[src/rtl/serv_csr_seq_pkg.sv]
// Shared types and counter constants for the bit-serial instruction sequencer.
package serv_csr_seq_pkg;
  localparam int CNT_W = 5;
  localparam logic [CNT_W-1:0] CNT_LAST = 5'd31;

  typedef enum logic [1:0] {
    IDLE = 2'd0,
    INIT = 2'd1,
    RUN  = 2'd2,
    TRAP = 2'd3
  } state_t;
endpackage

[src/rtl/serv_bit_cnt.sv]
// 5-bit bit-serial position counter with the bit-position decodes the datapath needs.
// Decodes are combinational from the counter register and gated by the pass-enable.
module serv_bit_cnt
  import serv_csr_seq_pkg::*;
(
  input  logic i_clk,
  input  logic i_rst_n,
  input  logic i_en,
  output logic o_cnt0to3,
  output logic o_cnt3,
  output logic o_cnt7,
  output logic o_done
);

  logic [CNT_W-1:0] cnt_q;

  // Passes are exactly 32 cycles, so the natural wrap leaves cnt at 0 in IDLE.
  always_ff @(posedge i_clk) begin
    if (!i_rst_n) begin
      cnt_q <= '0;
    end else if (i_en) begin
      cnt_q <= cnt_q + CNT_W'(1);
    end
  end

  assign o_cnt0to3 = i_en & (cnt_q < CNT_W'(4));
  assign o_cnt3    = i_en & (cnt_q == CNT_W'(3));
  assign o_cnt7    = i_en & (cnt_q == CNT_W'(7));
  assign o_done    = i_en & (cnt_q == CNT_LAST);

endmodule

[src/rtl/serv_csr_seq.sv]
// Fetch/INIT/RUN/TRAP sequencer for a bit-serial core; each pass is 32 cycles.
// Interrupt entry (IDLE->TRAP on a pending timer irq) exists only with SERV_CSR_SEQ_IRQ_EN.
module serv_csr_seq
  import serv_csr_seq_pkg::*;
(
  input  logic i_clk,
  input  logic i_rst_n,
  input  logic i_ibus_ack,
  input  logic i_two_stage,
  input  logic i_e_op,
  input  logic i_misalign,
  input  logic i_new_irq,
  output logic o_ibus_cyc,
  output logic o_init,
  output logic o_cnt_en,
  output logic o_cnt0to3,
  output logic o_cnt3,
  output logic o_cnt7,
  output logic o_cnt_done,
  output logic o_trap,
  output logic o_trap_irq,
  output logic o_pc_en
);

  state_t state_q, state_d;
  logic   ibus_cyc_q, init_q, trap_q;
  logic   irq_pend;

  assign o_cnt_en = (state_q != IDLE);

  serv_bit_cnt u_bit_cnt (
    .i_clk     (i_clk),
    .i_rst_n   (i_rst_n),
    .i_en      (o_cnt_en),
    .o_cnt0to3 (o_cnt0to3),
    .o_cnt3    (o_cnt3),
    .o_cnt7    (o_cnt7),
    .o_done    (o_cnt_done)
  );

  always_comb begin
    state_d = state_q;
    case (state_q)
      IDLE: if (i_ibus_ack) state_d = irq_pend ? TRAP : (i_two_stage ? INIT : RUN);
      INIT: if (o_cnt_done) state_d = i_misalign ? TRAP : RUN;
      RUN:  if (o_cnt_done) state_d = i_e_op ? TRAP : IDLE;
      TRAP: if (o_cnt_done) state_d = IDLE;
      default: state_d = IDLE;
    endcase
  end

  always_ff @(posedge i_clk) begin
    if (!i_rst_n) begin
      state_q    <= IDLE;
      ibus_cyc_q <= 1'b1;
      init_q     <= 1'b0;
      trap_q     <= 1'b0;
    end else begin
      state_q    <= state_d;
      ibus_cyc_q <= (state_d == IDLE);
      init_q     <= (state_d == INIT);
      trap_q     <= (state_d == TRAP);
    end
  end

  assign o_ibus_cyc = ibus_cyc_q;
  assign o_init     = init_q;
  assign o_trap     = trap_q;
  assign o_pc_en    = o_cnt_done & (((state_q == RUN) & ~i_e_op) | (state_q == TRAP));

`ifdef SERV_CSR_SEQ_IRQ_EN
  logic irq_pend_q, trap_irq_q, irq_take;

  assign irq_take = (state_q == IDLE) & i_ibus_ack & irq_pend_q;

  // Clearing on trap entry takes priority over a coincident new irq pulse.
  always_ff @(posedge i_clk) begin
    if (!i_rst_n) begin
      irq_pend_q <= 1'b0;
      trap_irq_q <= 1'b0;
    end else begin
      if (irq_take) begin
        irq_pend_q <= 1'b0;
      end else if (i_new_irq) begin
        irq_pend_q <= 1'b1;
      end
      if (state_d != TRAP) begin
        trap_irq_q <= 1'b0;
      end else if (state_q != TRAP) begin
        trap_irq_q <= (state_q == IDLE);
      end
    end
  end

  assign irq_pend   = irq_pend_q;
  assign o_trap_irq = trap_irq_q;
`else
  logic unused_new_irq;

  assign unused_new_irq = i_new_irq;
  assign irq_pend       = 1'b0;
  assign o_trap_irq     = 1'b0;
`endif

endmodule

[config.mk]
export PLATFORM = sky130hd
export DESIGN_NAME = serv_csr_seq
export DESIGN_NICKNAME = d
export VERILOG_FILES = /design/src/rtl/serv_csr_seq_pkg.sv /design/src/rtl/serv_bit_cnt.sv /design/src/rtl/serv_csr_seq.sv
export SDC_FILE = /design/constraint.sdc
export NUM_CORES = 1
export LEC_CHECK = 0
export ABC_AREA = 0
export CORE_AREA = 3 3 40 42
export CTS_CLUSTER_DIAMETER = 80
export DETAILED_ROUTE_END_ITERATION = 16
export DIE_AREA = 0 0 43 45
export DONT_BUFFER_PORTS = 1
export SLEW_MARGIN = 30
export SYNTH_ARGS = -nofsm -noshare
export SYNTH_HDL_FRONTEND = slang
export SYNTH_SLANG_ARGS = --single-unit
export TNS_END_PERCENT = 1
[constraint.sdc]
create_clock -name i_clk -period 1.4 [get_ports i_clk]
set_input_delay 0.21 -clock i_clk [delete_from_list [all_inputs] [get_ports i_clk]]
set_output_delay 0.21 -clock i_clk [all_outputs]
set_load 0.01 [all_outputs]
==> results.cfg <==
[status]
status = finished with violations
violations = negative setup slack

[pwr]
power_frac_seq_pct = 46.9
powerDensity_nw_per_um2 = 1050
swShare_pct = 28.0
power_switching_uw = 207
intPower_uw = 533
p_leak_uw = 0.000287
vdd_drop_max_uv = 498
p_comb_share_pct = 17.6
pwr-share-clk_pct = 35.5

[finish]
final_cell_mix = 11 x buf_4, 6 x dfxtp_1, 4 x nand2_1, 4 x a21oi_1
area_growth_pct = 40.8
instances_no_fill = 85
antenna_cells = 0
drive_above_1_share_pct = 44.3
num-nets-final = 80
final_common_cell = buf_4

[clock_network]
cts_htree_levels = 1
cts_root_buf = clkbuf_4
insertion_delay_ns = 0.27
path_clk_slew_ns = 0.07
cts-buffers-inserted = 3
clk_path_buf_depth = 2
cts-hold-fix-buffers = 0
cts_tree = done
clkSinkCount = 10

[critical_path]
required_ns = 1.19
critical_path_class = register to output pin
critPathArrivalTime_ns = 1.36
startpoint_type = register
path_max_fanout = 3
crit_path_end_kind = output pin

[die]
die-area_um2 = 1940
io_pins = 17
core_um2 = 1280
num_rows = 13
chipHeight_um = 45
initial_core_util_pct = 39.1
die_w_um = 43

[sta]
max_freq_mhz = 635
fin_ws_ns = -0.174
holdWs_ns = 0.0709
finalCritPeriodShare_pct = 112
fin_crit_ns = 1.57
setup_viol = 9
rsz0062_at_grt = yes
hold_violations = 0
fin_worst_skew_ns = 0.00468
drv_slew = 0

[route]
dr_total_vias = 456
finalWirelength_mm = 1.18
post-route-drc-count = 0
viasPerCell = 5.36
dr.pass1.iters = 4
drtAntennaViolNets = 0
drt_iter0_drc = 4
wl_per_cell_um = 13.8

[yosys]
ys_ff_latch = 10
avgSynthCellArea_um2 = 8.67
yosys_warnings = 0
syn_inst = 58
syn-cell-area_um2 = 503
synth-seq-area-share_pct = 39.8
synth_nets = 67
synth_cell_types = 28

[hold_path]
hp-class = input pin to register

[global_route]
grt_use_total_pct = 13.7
grt_pass1_vias = 436
antenna_found_initial = 0
grtUsageMet3_pct = 2.79
grt_most_used_layer = met2
grt_max_degree = 13
overflow = 0
met1_usage_pct = 16.8
use_met2_pct = 21.0
grt_pass1_wl_mm = 1.91

[placement]
gp_congestion = 0.791
io_buffers = 0
dpl.hpwl_um = 777
dp_cells = 79

[run]
cap_viol_max_count = 0
## stage by stage
step,util [%],setup TNS [ns],power [uW],setup WS (ns),cell area [um2]
detailed placement,46.6,-0.206,460,-0.0969,599
global route,55.1,-1.41,772,-0.212,708
global placement,46.6,-0.200,459,-0.0906,599
CTS,53.4,-0.785,741,-0.183,686
finish,55.1,-0.805,740,-0.174,708
floorplan,-,0,424,0.0123,531
## worst max-delay path: stages (launching register included)
cell and delay (ns):
dfxtp_2 0.34, ha_4 0.16, and3_4 0.15, ha_4 0.16
and2_4 0.13, and2_4 0.16
## path summary, 6_finish.rpt
| check | from | to | slack (ns) | depth (start not counted) |
|---|---|---|---|---|
| max | u_bit_cnt.cnt_q[0] | o_pc_en | -0.17 | 5 |
| min | i_rst_n | state_q[0] | 0.07 | 2 |
| max reg2reg | u_bit_cnt.cnt_q[0] | o_ibus_cyc | -0.12 | 7 |
| min reg2reg | u_bit_cnt.cnt_q[4] | u_bit_cnt.cnt_q[4] | 0.56 | 2 |
## per-layer routing
metal  share of wire [%]  up-vias
li1                    -      226
met1                  46      219
met2                  48        9
met3                 5.4        2
met4                 1.1        0
met5                   0        -
## layout make-up
class,instances,area [um2]
Tap cell,15,18.8
Inverter,2,7.51
Fill cell,111,577
Timing Repair Buffer,11,82.6
Clock buffer,4,36.3
Sequential cell,10,208
Multi-Input combinational cell,43,355
## cells in the mapped netlist
library cell	number	area, um2
a211o_1	1	8.76
a21oi_1	5	25.0
a221oi_2	1	15.0
a22oi_1	1	7.51
and2_1	3	18.8
and3_1	2	12.5
buf_2	2	10.0
buf_4	1	7.51
conb_1	1	3.75
dfxtp_1	10	200
ha_1	2	25.0
inv_1	2	7.51
nand2_1	4	15.0
nand2b_1	2	12.5
nand3_1	1	5.00
nor2_1	3	11.3
nor2_2	1	6.26
nor2b_1	2	12.5
nor3_1	1	5.00
nor4_1	2	12.5
nor4b_1	1	8.76
o21ai_0	3	15.0
o21ai_1	1	5.00
o221a_1	1	11.3
o221ai_1	1	8.76
or3_1	1	6.26
or3b_1	1	8.76
xor2_1	2	17.5
## power by group through the flow
stage | sequential (uW) | combinational [uW] | clock [uW]
floorplan | 333 | 91.2 | 0
global placement | 342 | 116 | 0
detailed placement | 343 | 117 | 0
CTS | 343 | 126 | 273
global route | 351 | 145 | 277
finish | 347 | 130 | 263
## state kept, by name, indices dropped and copies added, names as in the netlist
signal / flops
o_trap: 1
u_bit_cnt.cnt_q: 5
o_init: 1
o_ibus_cyc: 1
state_q: 2
## what timing repair did
item,in CTS,in global routing
endpoints found under the setup margin,8,10
buffers inserted,2,0
gates resized for setup,9,4
pin swaps,4,5
## logic make-up (layout without fill, tap and decap cells)
| family | count (synthesis) | count (layout) | share of synthesized area (%) |
|---|---|---|---|
| simple gates | 24 | 24 | 26.9 |
| compound gates | 14 | 14 | 19.2 |
| flops | 10 | 10 | 39.8 |
| buf+inv | 5 | 17 | 4.98 |
| fa+ha+maj | 2 | 2 | 4.97 |
| xor+xnor | 2 | 2 | 3.48 |
| other cells | 1 | 1 | 0.746 |
Power figures use the tool's default switching activity.
